`config.mk`:
```
export PLATFORM = sky130hd
export DESIGN_NAME = av_upload_reader_flat
export DESIGN_NICKNAME = d
export VERILOG_FILES = /design/src/rtl/av_upload_pkg.sv /design/src/rtl/av_upload_reader_if.sv /design/src/rtl/av_rd_delay.sv /design/src/rtl/av_upload_reader.sv /design/src/flat_wrapper.sv
export SDC_FILE = /design/constraint.sdc
export NUM_CORES = 1
export LEC_CHECK = 0
export BUFFER_PORTS_ARGS = -buffer_cell sky130_fd_sc_hd__buf_2
export CORE_UTILIZATION = 36
export CTS_CLUSTER_DIAMETER = 80
export DETAILED_ROUTE_END_ITERATION = 10
export GPL_TIMING_DRIVEN = 0
export PLACE_DENSITY_LB_ADDON = 0.05
export SLEW_MARGIN = 20
export SYNTH_ARGS = -nofsm -noshare
export SYNTH_HDL_FRONTEND = slang
export SYNTH_SLANG_ARGS = --single-unit
```
`constraint.sdc`:
```
create_clock -name clk_sys -period 1.5 [get_ports clk_sys]
set_input_delay 0.225 -clock clk_sys [delete_from_list [all_inputs] [get_ports clk_sys]]
set_output_delay 0.225 -clock clk_sys [all_outputs]
set_load 0.05 [all_outputs]
```
`src/rtl/av_upload_pkg.sv`:
```
// av_upload_pkg: shared types and constants for the upload read path.
// Holds the FSM state enum, source index codes, fill byte and palette helper.
package av_upload_pkg;

  typedef enum logic [1:0] {
    S_IDLE      = 2'd0,
    S_ISSUE     = 2'd1,
    S_WAIT_DATA = 2'd2,
    S_DONE      = 2'd3
  } upload_state_t;

  localparam logic [5:0] IDX_CART0 = 6'd0;
  localparam logic [5:0] IDX_CART1 = 6'd1;
  localparam logic [5:0] IDX_PAL   = 6'd3;

  localparam logic [7:0] FILL_BYTE = 8'hFF;

  // Byte 0 of the palette is the most significant byte.
  function automatic logic [7:0] pal_byte(
    input logic [127:0] pal,
    input logic [3:0]   a
  );
    logic [127:0] s;
    s = pal << {a, 3'b000};
    return s[127:120];
  endfunction

endpackage

```
`src/rtl/av_upload_reader_if.sv`:
```
// av_upload_reader_if: host ioctl upload signals plus the cart RAM read port.
// master = host/RAM side, slave = av_upload_reader.
interface av_upload_reader_if;
  logic        ioctl_upload;
  logic        ioctl_rd;
  logic [24:0] ioctl_addr;
  logic [7:0]  ioctl_index;
  logic [7:0]  ioctl_din;
  logic        ioctl_wait;
  logic [11:0] ram_addr;
  logic        ram_rd;
  logic [7:0]  ram_dout;

  modport master (
    output ioctl_upload, ioctl_rd, ioctl_addr, ioctl_index, ram_dout,
    input  ioctl_din, ioctl_wait, ram_addr, ram_rd
  );

  modport slave (
    input  ioctl_upload, ioctl_rd, ioctl_addr, ioctl_index, ram_dout,
    output ioctl_din, ioctl_wait, ram_addr, ram_rd
  );
endinterface

```
`src/rtl/av_rd_delay.sv`:
```
// av_rd_delay: LAT-deep valid shift register; o_strobe fires LAT cycles
// after i_start. Ports: i_clk, i_rst, i_start, i_flush, o_strobe.
module av_rd_delay #(
  parameter int LAT = 1
) (
  input  logic i_clk,
  input  logic i_rst,
  input  logic i_start,
  input  logic i_flush,
  output logic o_strobe
);

  logic [LAT-1:0] r_sr;

  always_ff @(posedge i_clk or posedge i_rst) begin
    if (i_rst) begin
      r_sr <= '0;
    end else if (i_flush) begin
      r_sr <= '0;
    end else begin
      r_sr <= LAT'({r_sr, i_start});
    end
  end

  assign o_strobe = r_sr[LAT-1];

endmodule

```
`src/rtl/av_upload_reader.sv`:
```
// av_upload_reader: serves host upload reads from cart RAM or palette,
// holding ioctl_wait until the byte is valid. Ports: clk_sys, reset, bus
// (ioctl + RAM read port), palette_i, upload_active, overrun.
// Palette source is built only when AV_UPLOAD_PALETTE_EN is defined.
module av_upload_reader
  import av_upload_pkg::*;
#(
  parameter int RAM_LATENCY = 1,
  parameter int CART_SIZE   = 4096
) (
  input  logic                clk_sys,
  input  logic                reset,
  av_upload_reader_if.slave   bus,
  input  logic [127:0]        palette_i,
  output logic                upload_active,
  output logic                overrun
);

  localparam logic [24:0] LP_CART = 25'(CART_SIZE);

  upload_state_t r_state;
  upload_state_t w_next;

  logic [24:0] r_addr;
  logic [5:0]  r_idx;
  logic [11:0] r_ram_addr;
  logic [7:0]  r_byte;
  logic [7:0]  r_din;
  logic        r_from_ram;
  logic        r_upl;
  logic        r_ovr;

  logic        w_accept;
  logic        w_cart_ok;
  logic        w_strobe;
  logic [7:0]  w_sel;
  logic        w_unused;

  assign w_accept = (r_state == S_IDLE) & bus.ioctl_rd
                  & bus.ioctl_upload;

  // Range check uses the full address so high bits never alias.
  assign w_cart_ok = ((r_idx == IDX_CART0) | (r_idx == IDX_CART1))
                   & (r_addr < LP_CART);

  always_comb begin
    w_sel = FILL_BYTE;
`ifdef AV_UPLOAD_PALETTE_EN
    if ((r_idx == IDX_PAL) && (r_addr[24:4] == 21'd0)) begin
      w_sel = pal_byte(palette_i, r_addr[3:0]);
    end
`endif
  end

`ifdef AV_UPLOAD_PALETTE_EN
  assign w_unused = ^bus.ioctl_index[7:6];
`else
  assign w_unused = ^{bus.ioctl_index[7:6], palette_i};
`endif

  av_rd_delay #(
    .LAT (RAM_LATENCY)
  ) u_delay (
    .i_clk    (clk_sys),
    .i_rst    (reset),
    .i_start  (r_state == S_ISSUE),
    .i_flush  (~bus.ioctl_upload),
    .o_strobe (w_strobe)
  );

  always_ff @(posedge clk_sys or posedge reset) begin
    if (reset) begin
      r_state <= S_IDLE;
    end else begin
      r_state <= w_next;
    end
  end

  always_comb begin
    w_next = r_state;
    if (!bus.ioctl_upload) begin
      w_next = S_IDLE;
    end else begin
      unique case (r_state)
        S_IDLE:      if (bus.ioctl_rd) w_next = S_ISSUE;
        S_ISSUE:     w_next = S_WAIT_DATA;
        S_WAIT_DATA: if (w_strobe) w_next = S_DONE;
        S_DONE:      w_next = S_IDLE;
        default:     w_next = S_IDLE;
      endcase
    end
  end

  // DONE presents the byte with wait already released.
  always_comb begin
    bus.ioctl_wait = bus.ioctl_rd
                   | (r_state == S_ISSUE)
                   | (r_state == S_WAIT_DATA);
    bus.ram_rd     = (r_state == S_ISSUE) & w_cart_ok;
  end

  always_ff @(posedge clk_sys or posedge reset) begin
    if (reset) begin
      r_addr     <= '0;
      r_idx      <= '0;
      r_ram_addr <= '0;
      r_byte     <= '0;
      r_din      <= '0;
      r_from_ram <= 1'b0;
      r_upl      <= 1'b0;
      r_ovr      <= 1'b0;
    end else begin
      r_upl <= bus.ioctl_upload;
      if (bus.ioctl_rd && (r_state != S_IDLE)) begin
        r_ovr <= 1'b1;
      end
      if (w_accept) begin
        r_addr     <= bus.ioctl_addr;
        r_idx      <= bus.ioctl_index[5:0];
        r_ram_addr <= bus.ioctl_addr[11:0];
      end
      if (r_state == S_ISSUE) begin
        r_from_ram <= w_cart_ok;
        r_byte     <= w_sel;
      end
      if ((r_state == S_WAIT_DATA) && w_strobe
          && bus.ioctl_upload) begin
        r_din <= r_from_ram ? bus.ram_dout : r_byte;
      end
    end
  end

  assign bus.ram_addr  = r_ram_addr;
  assign bus.ioctl_din = r_din;
  assign upload_active = r_upl;
  assign overrun       = r_ovr;

endmodule

```
`src/flat_wrapper.sv`:
```
// flat-port wrapper written by rule: the top's interface ports become plain ports
module av_upload_reader_flat import av_upload_pkg::*;
#(
  parameter int RAM_LATENCY = 1,
  parameter int CART_SIZE   = 4096
)
  (clk_sys, reset, palette_i, upload_active, overrun, bus_ioctl_upload, bus_ioctl_rd, bus_ioctl_addr, bus_ioctl_index, bus_ram_dout, bus_ioctl_din, bus_ioctl_wait, bus_ram_addr, bus_ram_rd);
  av_upload_reader_if bus_i ();
  input  logic clk_sys;
  input  logic reset;
  input  logic [127:0] palette_i;
  output logic upload_active;
  output logic overrun;
  input wire logic [$bits(bus_i.ioctl_upload)-1:0] bus_ioctl_upload;
  input wire logic [$bits(bus_i.ioctl_rd)-1:0] bus_ioctl_rd;
  input wire logic [$bits(bus_i.ioctl_addr)-1:0] bus_ioctl_addr;
  input wire logic [$bits(bus_i.ioctl_index)-1:0] bus_ioctl_index;
  input wire logic [$bits(bus_i.ram_dout)-1:0] bus_ram_dout;
  output wire logic [$bits(bus_i.ioctl_din)-1:0] bus_ioctl_din;
  output wire logic [$bits(bus_i.ioctl_wait)-1:0] bus_ioctl_wait;
  output wire logic [$bits(bus_i.ram_addr)-1:0] bus_ram_addr;
  output wire logic [$bits(bus_i.ram_rd)-1:0] bus_ram_rd;
  assign bus_i.ioctl_upload = bus_ioctl_upload;
  assign bus_i.ioctl_rd = bus_ioctl_rd;
  assign bus_i.ioctl_addr = bus_ioctl_addr;
  assign bus_i.ioctl_index = bus_ioctl_index;
  assign bus_i.ram_dout = bus_ram_dout;
  assign bus_ioctl_din = bus_i.ioctl_din;
  assign bus_ioctl_wait = bus_i.ioctl_wait;
  assign bus_ram_addr = bus_i.ram_addr;
  assign bus_ram_rd = bus_i.ram_rd;
  av_upload_reader #(.RAM_LATENCY(RAM_LATENCY), .CART_SIZE(CART_SIZE)) u_core (.clk_sys(clk_sys), .reset(reset), .bus(bus_i), .palette_i(palette_i), .upload_active(upload_active), .overrun(overrun));
endmodule
```
# Word-level counts from Yosys, hierarchy flattened

Index checks and enable logic that the tools add are counted.

Order comparisons: 1
Equal/unequal tests: 6
Reduce and logical (&&, ||, !) cells: 7
Bitwise gates (word level): 7
Muxes and demuxes: 6

Operators with widths:

| kind                 | count |
|---|---|
| $lt 25x13->1 const B | 1 |
| $mux 8               | 1 |
| $pmux 2 s4           | 1 |
| $eq 6x1->1 const B   | 1 |
| $logic_not 6->1      | 1 |
| $mux 2               | 3 |
| $ne 3x3->1 const B   | 2 |
| $and 1x1->1          | 4 |
| $eq 2x2->1 const B   | 2 |
| $logic_and 1x1->1    | 3 |
| $or 1x1->1           | 3 |
| $eq 2x1->1 const B   | 1 |
| $logic_not 2->1      | 1 |
| $reduce_and 2->1     | 1 |
| $reduce_bool 2->1    | 1 |
| $mux 1               | 1 |

Word-level logic and storage cells: 37
Register bits: 58
Output and inout bits: 24

# Longest topological paths before layout

Gate-level depths: netlist (run 1).

Depth after elaboration: 4
Mapped depth: 6

# Hierarchy

From an unflattened synthesis (run 1), not the netlist that was laid out.

Cells, all modules: 151
Area, all modules: 2054.5 um^2

Modules (own cells, without submodules):

| module           | area each (um^2) | times used | sequential area each (um^2) | cells an instance |
|---|---|---|---|---|
| av_upload_reader | 2011.9           | 1          | 1101.1                      | 148 |
| av_rd_delay      | 42.5             | 1          | 25.0                        | 3 |

# Least setup slack after synthesis (run 1)

No wires, ideal clock.

Kind: reg-to-output
Start point: reg u_core.r_state[1]
End point: out bus_ram_rd
Data arrival time: 2.050 ns
Stages on the path, launching flop included: 6
Required time: 1.275 ns
Path buffers: 0
Path slack: -0.775 ns
Cells stage by stage: dfrtp_1 > inv_1 > ha_1 > nor4b_1 > nand2_1 > nor3_1

Longest elaborated chain between the ends: 2

RTL lines:

| what                   | line                   | text |
|---|---|---|
| from (decl)            | av_upload_reader.sv:21 | `upload_state_t r_state;` |
| from (signal assigned) | av_upload_reader.sv:75 | `r_state <= w_next;` |
| $eq 2x1->1             | av_upload_reader.sv:99 | `bus.ram_rd = (r_state == S_ISSUE) & w_cart_ok;` |
| $and 1x1->1            | av_upload_reader.sv:99 |  |
| to (decl)              | flat_wrapper.sv:22     | `output wire logic [$bits(bus_i.ram_rd)-1:0] bus_ram_rd;` |

Every way passes these cells.

# Worst setup path in the final report (run 1)

Start point: reg u_core.r_state[0]
End point: out bus_ioctl_wait

Longest elaborated chain between the ends: 3
Elaborated cells between the ends (all ways): 4
Classes of those cells: eq/ne (2); bitwise (2)

RTL lines:

| what           | line                   | text |
|---|---|---|
| $eq 2x1->1     | av_upload_reader.sv:97 | `\| (r_state == S_ISSUE)` |
| $or 1x1->1     | av_upload_reader.sv:97 |  |
| $or 1x1->1 (*) | av_upload_reader.sv:98 | `\| (r_state == S_WAIT_DATA);` |
| to (decl)      | flat_wrapper.sv:20     | `output wire logic [$bits(bus_i.ioctl_wait)-1:0] bus_ioctl_wait;` |

Every way passes the cells marked *; elsewhere a longest branch is shown, timed or not.

==> results.tsv, run 1 <==
stage	metric	value	unit
synth	yosys.area.top_type	dfrtp_1	
synth	synth_edf_count	0	
synth	ys.flop_type	dfrtp_1	
timing	worst_pin_slew	0.394	ns
timing	hold_viol	0	
timing	fmax	570	MHz
timing	final.setup.tns	-0.501	ns
route	post_drt_wl_per_cell	13.2	µm
placed_design	routabilityCongestion	0.702	
timing	slew_headroom	0.737	
clock_network	clock_path_buffers	2	
timing	slew_violations	0	
grt	grt_max_degree	30	
clock_network	cts_tree	done	
synth	synth_nets	326	
synth	synth_fa_ha_area_frac	0.0245	
worst_hold_path	min_from	bus_ioctl_upload	
grt	first_global_vias	1445	
power_and_ir_drop	total_power	6.44	mW
die	io_pins	197	
synth	synthCells	149	
synth	synth_cell_types	24	
grt	track_usage	0.145	
placed_design	placed_area	0.00251	mm²
clock_network	clock_latency	0.29	ns
synth	synth-seq-cells	45	
timing	rsz0062_at_grt	yes	
die	die_w	77.4	µm
layout	n_antenna_cell	0	
synth	synth_top_cell_area_share	0.550	
synth	synth_area	0.00205	mm²
timing	fin_ws	-0.254	ns
power_and_ir_drop	p_leak	1.47	nW
synth	synthTopCellsByCount	dfrtp_1 (45), mux2_4 (30), buf_4 (12)	
power_and_ir_drop	cellPowerDensity	2260	mW/mm²
worst_setup_path	path_class	register to output pin	
route	wirelength	3990	µm
worst_setup_path	cp-end-kind	output pin	
synth	yosysSeqAreaShare	0.550	
worst_setup_path	start_kind	register	
layout	syn_to_final_growth	39.3	%
worst_setup_path	crit_fanout	4	
timing	fin_crit	1.75	ns
die	fp.dieH	77.4	µm
placed_design	hpwl	2790	µm
placed_design	port_buffers	65	
timing	min_period_over_period	1.17	
clock_network	htreeDepth	2	
job	drv_cap	0	
layout	fillers	483	
route	drt_iter0_markers	30	
route	drtPass1Iterations	4	
route	route.detailed.drc	0	
layout	fin_area	0.00285	mm²
die	start_util	0.372	
worst_setup_path	timing.rr.start	u_core.r_state[0]	
layout	regArea	0.00113	mm²
clock_network	root_buffer	clkbuf_8	
synth	synth_top_family_by_area	multiplexers	
die	core_area	0.00551	mm²
worst_setup_path	crit_path_start	u_core.r_state[0]	
grt	antenna_found_initial	0	
synth	yosys_warnings	0	
worst_setup_path	required	1.27	ns
clock_network	path_clk_slew	0.09	ns
layout	stdcell_count	303	
worst_hold_path	hp-class	input port to register	
synth	synth_area_leaders	dfrtp_1 (55%), mux2_4 (22%), buf_4 (4.4%)	
layout	multiInputGateArea	887	µm²
die	rows	27	
timing	setup_viol	2	
route	vias	1358	
synth	synth-compound-area-share	0.0606	
layout	drive_above_1_share	0.645	
power_and_ir_drop	peakVddDrop	1.10	mV
run_status	violations	negative setup slack	
die	dieArea	0.00599	mm²
layout	nets	407	
route	vias_per_cell	4.48	
placed_design	dp_cells	287	
clock_network	cts_buffers	5	
synth	yosysMostFrequentCell	dfrtp_1	
synth	synth-xor-area-share	0	
clock_network	cts.sinks	45	
run_status	status	complete, but fails checks	
route	ant_nets	0	
synth	synth.area.mux_share	0.220	
synth	yosys.area_share.simple	0.0673	
grt	grt_remaining_overflow	0	
timing	finClkSkew	0.00490	ns
grt	grt_pass1_wl	6700	µm
synth	synth_area_per_cell	13.7	µm²
worst_setup_path	cp.arrival	1.53	ns
synth	ys_async_sr_fraction	1.00	
[state kept, by name, indices dropped and copies added, names as in the netlist]
name / cells
u_core.r_state: 2
u_core.r_from_ram: 1
u_core.r_byte: 1
u_core.overrun: 1
u_core.bus.ram_addr: 11
u_core.r_addr: 14
u_core.r_idx: 5
u_core.u_delay.o_strobe: 1
u_core.bus.ioctl_din: 8
u_core.upload_active: 1
[report_power, final]
| group | internal, mW | total, mW | switching [mW] | leakage, nW |
|---|---|---|---|---|
| Clock | 0.662 | 1.07 | 0.411 | 0.0681 |
| Combinational | 1.52 | 3.24 | 1.72 | 0.857 |
| Sequential | 1.77 | 2.13 | 0.358 | 0.542 |
| Total | 3.95 | 6.44 | 2.49 | 1.47 |
[per-layer routing]
layer / track usage / wire [µm] / vias to the layer above
met1: 0.169 / 1660 / 653
met5: 0 / 0 / -
met4: 0.0604 / 31 / 0
met3: 0.0518 / 221 / 4
met2: 0.241 / 2080 / 38
li1: - / - / 663
[worst max-delay path: stages, from the launching register on]
cell and delay, ns:
dfrtp_1 0.42, inv_2 0.10, ha_4 0.19, or3_4 0.37
buf_8 0.16
[cells in the final DEF, fill, tap and decap left out, types with 2 or more instances in the layout]
master,Yosys,final
o21ai_0,10,10
nor4_2,0,2
bufinv_16,0,2
clkbuf_8,0,5
mux2_4,30,30
buf_2,3,66
ha_4,0,4
buf_6,3,2
inv_2,0,3
dfrtp_1,45,45
a21oi_1,8,8
nand2_1,10,9
inv_1,5,2
buf_12,0,4
buf_4,12,18
[stage by stage]
step / utilization / hold WS, ns / worst slack (ns)
floorplan: - / 0.256 / -0.0402
global placement: 0.452 / 0.427 / -0.331
detailed placement: 0.456 / 0.236 / -0.123
CTS: 0.501 / 0.116 / -0.333
global route: 0.517 / 0.116 / -0.365
finish: 0.517 / 0.128 / -0.254
[repair_timing]
| item | in CTS | in global routing |
|---|---|---|
| gates resized for setup | 15 | 15 |
| hold endpoints to repair | 16 | 0 |
| setup buffers | 5 | 2 |
| pin swaps | 4 | 3 |
| hold buffers | 1 | 0 |
| endpoints found under the setup margin | 32 | 42 |
[cells by family after synthesis]
| group | count (synthesis) |
|---|---|
| compound gates | 22 |
| fa+ha+maj | 4 |
| buf+inv | 23 |
| flops | 45 |
| mux | 30 |
| simple gates | 25 |
[final cells by class]
type / count / share of cell area
Inverter: 5 / 0.00659
Tap cell: 72 / 0.0316
Buffer: 18 / 0.0580
Timing Repair Buffer: 74 / 0.150
Sequential cell: 45 / 0.395
Clock inverter: 3 / 0.0228
Clock buffer: 5 / 0.0242
Multi-Input combinational cell: 81 / 0.311
[path summary, 6_finish.rpt]
kind | end | slack (ns) | cells after the start
max | bus_ioctl_wait | -0.25 | 4
max reg2reg | u_core.r_state[1] | 0.01 | 5
min reg2reg | u_core.overrun | 0.46 | 1
min in group asynchronous | u_core.bus.ram_addr[1] | 0.46 | 3
min | u_core.upload_active | 0.13 | 1
max in group asynchronous | u_core.r_addr[21] | 0.56 | 4
Note: power is estimated with default switching activity, not from simulation.
==> run 2: changes to the inputs <==
--- a/config.mk
+++ b/config.mk
@@ -6,6 +6,7 @@
 export NUM_CORES = 1
 export LEC_CHECK = 0
 export BUFFER_PORTS_ARGS = -buffer_cell sky130_fd_sc_hd__buf_2
+export CORE_ASPECT_RATIO = 1.2
 export CORE_UTILIZATION = 36
 export CTS_CLUSTER_DIAMETER = 80
 export DETAILED_ROUTE_END_ITERATION = 10
==> run 2 against run 1 <==
  * The flow still finishes with violations (negative setup slack)
  * Maximum frequency fell by 2.5%
  * Setup slack got worse by 0.045 ns
  * Sequential power about the same
  * Sequential share of layout area grew 2.3 points
  * Final cell count is 4.3% lower
  * Combinational power shrank 6.5%
==> results.tsv, run 2 (synthesized netlist as in run 1, its figures left out) <==
stage	metric	value	unit	change
route	drtPass1Iterations	6		was 4
worst_setup_path	start_kind	register		unchanged
clock_network	root_buffer	clkbuf_8		unchanged
clock_network	clock_latency	0.29	ns	about the same
worst_setup_path	critical-path-max-stage-delay	0.40	ns	was 0.42 ns
timing	finClkSkew	0.00452	ns	was 0.00490 ns
placed_design	routabilityCongestion	0.750		was 0.702
timing	rsz0062_at_grt	yes		unchanged
power_and_ir_drop	cellPowerDensity	2180	mW/mm²	was 2260 mW/mm²
clock_network	cts_tree	done		unchanged
power_and_ir_drop	switching_share	0.406		was 0.387
grt	grt_max_degree	25		was 30
die	start_util	0.381		was 0.372
layout	n_antenna_cell	0		unchanged
layout	syn_to_final_growth	31.5	%	was 39.3%
timing	worst_pin_slew	0.574	ns	was 0.394 ns
worst_setup_path	cp.arrival	1.57	ns	was 1.53 ns
route	drt_iter0_markers	61		was 30
grt	first_global_vias	1438		was 1445
die	rows	29		was 27
timing	fin_crit	1.80	ns	was 1.75 ns
worst_setup_path	timing.rr.start	u_core.r_state[1]		was u_core.r_state[0]
route	ant_nets	0		unchanged
worst_setup_path	crit_fanout	4		unchanged
timing	min_period_over_period	1.20		was 1.17
timing	setup_viol	34		was 2
die	fp.dieH	84.6	µm	was 77.4 µm
power_and_ir_drop	peakVddDrop	0.893	mV	was 1.10 mV
clock_network	htreeDepth	2		unchanged
grt	antenna_found_initial	0		unchanged
power_and_ir_drop	clkPwrFrac	0.126		was 0.167
route	route.detailed.drc	0		unchanged
layout	layout_commonest_cell	buf_2		unchanged
worst_hold_path	min_from	bus_ioctl_upload		unchanged
layout	top_register	u_core.r_addr		unchanged
timing	slew_headroom	0.617		was 0.737
timing	fmax	556	MHz	was 570 MHz
timing	fin_ws	-0.299	ns	was -0.254 ns
power_and_ir_drop	p_leak	1.42	nW	was 1.47 nW
clock_network	cts.sinks	45		unchanged
worst_setup_path	critPathSlowestCell	dfrtp_1		unchanged
die	core_area	0.00537	mm²	was 0.00551 mm²
layout	stdcell_count	290		was 303
grt	grt_remaining_overflow	0		unchanged
worst_setup_path	crit_path_start	u_core.r_state[0]		unchanged
power_and_ir_drop	total_power	5.88	mW	was 6.44 mW
clock_network	path_clk_slew	0.08	ns	was 0.09 ns
timing	hold_viol	0		unchanged
placed_design	dp_cells	277		was 287
die	dieArea	0.00599	mm²	about the same
die	die_w	70.8	µm	was 77.4 µm
worst_setup_path	path_class	register to output pin		unchanged
worst_setup_path	cp-end-kind	output pin		unchanged
placed_design	port_buffers	65		unchanged
timing	slew_violations	0		unchanged
placed_design	placed_area	0.00251	mm²	about the same
worst_setup_path	cp_top_family	flip-flops		unchanged
clock_network	clock_path_buffers	2		unchanged
die	io_pins	197		unchanged
layout	nets	405		was 407
timing	hold-worst-slack	0.133	ns	was 0.128 ns
power_and_ir_drop	p_sw	2.38	mW	was 2.49 mW
job	drv_cap	0		unchanged
route	wirelength	4040	µm	was 3990 µm
layout	final_util	0.501		was 0.517
worst_setup_path	required	1.27	ns	about the same
clock_network	cts_buffers	5		unchanged
grt	track_usage	0.144		was 0.145
worst_setup_path	crit_buf_inv	2		unchanged
placed_design	hpwl	2920	µm	was 2790 µm
layout	largest_register_ffs	14		unchanged
layout	drive_above_1_share	0.605		was 0.645
run_status	violations	negative setup slack		unchanged
run_status	status	complete, but fails checks		unchanged
route	post_drt_wl_per_cell	13.9	µm	was 13.2 µm
power_and_ir_drop	p_seq_frac	0.358		was 0.330
grt	grt_pass1_wl	6710	µm	was 6700 µm
route	vias	1378		was 1358
layout	final_cell_mix	buf_2 (66), dfrtp_1 (45), mux2_4 (30)		unchanged
worst_hold_path	hp-class	input port to register		unchanged
route	vias_per_cell	4.75		was 4.48
worst_setup_path	path_cells	inv_1 -> ha_2 -> or3_4 -> buf_8		was inv_2 -> ha_4 -> or3_4 -> buf_8
power_and_ir_drop	internal_power	3.49	mW	was 3.95 mW
layout	fin_area	0.00269	mm²	was 0.00285 mm²
power_and_ir_drop	combPwrFrac	0.516		was 0.503
[run 2: cell count changes in the layout (fill, tap and decap cells not counted), moves of 2 or more]
cell       delta
buf_12        -4
buf_6         +2
bufinv_16     -2
ha_2          +2
ha_4          -3
nor4_1        +2
nor4_2        -2
[run 2: path summary, 6_finish.rpt]
path | to | slack [ns] | depth (start not counted)
max | bus_ioctl_wait | -0.30 | 4
max reg2reg | u_core.r_from_ram | -0.04 | 7
max in group asynchronous | u_core.r_idx[2] | 0.46 | 4
min | u_core.upload_active | 0.13 | 1
min in group asynchronous | u_core.bus.ram_addr[4] | 0.53 | 3
min reg2reg | u_core.overrun | 0.46 | 1
[run 2: power groups by stage]
stage | clock network (mW) | logic, mW | registers, mW
global placement | 0 | 2.84 | 2.07
floorplan | 0 | 2.02 | 2.41
global route | 0.826 | 3.20 | 2.18
detailed placement | 0 | 2.89 | 2.11
CTS | 0.779 | 3.02 | 2.10
finish | 0.743 | 3.03 | 2.10
[run 2: timing repair]
| item | in CTS | in global routing |
|---|---|---|
| setup endpoints to repair | 41 | 43 |
| pin swaps | 4 | 2 |
| hold buffers | 1 | 0 |
| hold endpoints to repair | 1 | 0 |
| buffers inserted | 4 | 1 |
| resized for setup | 10 | 3 |
[run 2: routing by layer]
layer / wire [µm] / vias to the layer above / part of all wire / GRT usage
li1: - / 656 / - / -
met1: 1760 / 668 / 0.44 / 0.177
met2: 2030 / 46 / 0.50 / 0.244
met3: 188 / 8 / 0.047 / 0.0276
met4: 64 / 0 / 0.016 / 0.0655
met5: 0 / - / 0 / 0
[run 2: worst reg2reg max path, delay by kind of cell (launching register included)]
kind                     cells  cell delay, ns
flip-flops                   1            0.39
buffers and inverters        3            0.35
AND/OR/NAND/NOR              2            0.32
AO/OA/AOI/OAI                1            0.25
adder cells (fa/ha/maj)      1            0.14
[run 2: per-stage QoR]
stage	TNS (ns)	setup WS (ns)
final	-1.31	-0.299
after global routing	-4.09	-0.361
after CTS	-1.52	-0.358
after detailed placement	-0.353	-0.173
after global placement	-14.10	-0.311
after floorplan	-0.0402	-0.0402
[run 2: cell type report]
type,instances,area [µm²]
plain buffers,18,139
flip-flops and latches,45,1130
inverters,5,18.8
repair buffers,72,417
clock buffers,7,86.3
fillers,499,2680
multi-input cells,81,826
well taps,62,77.6
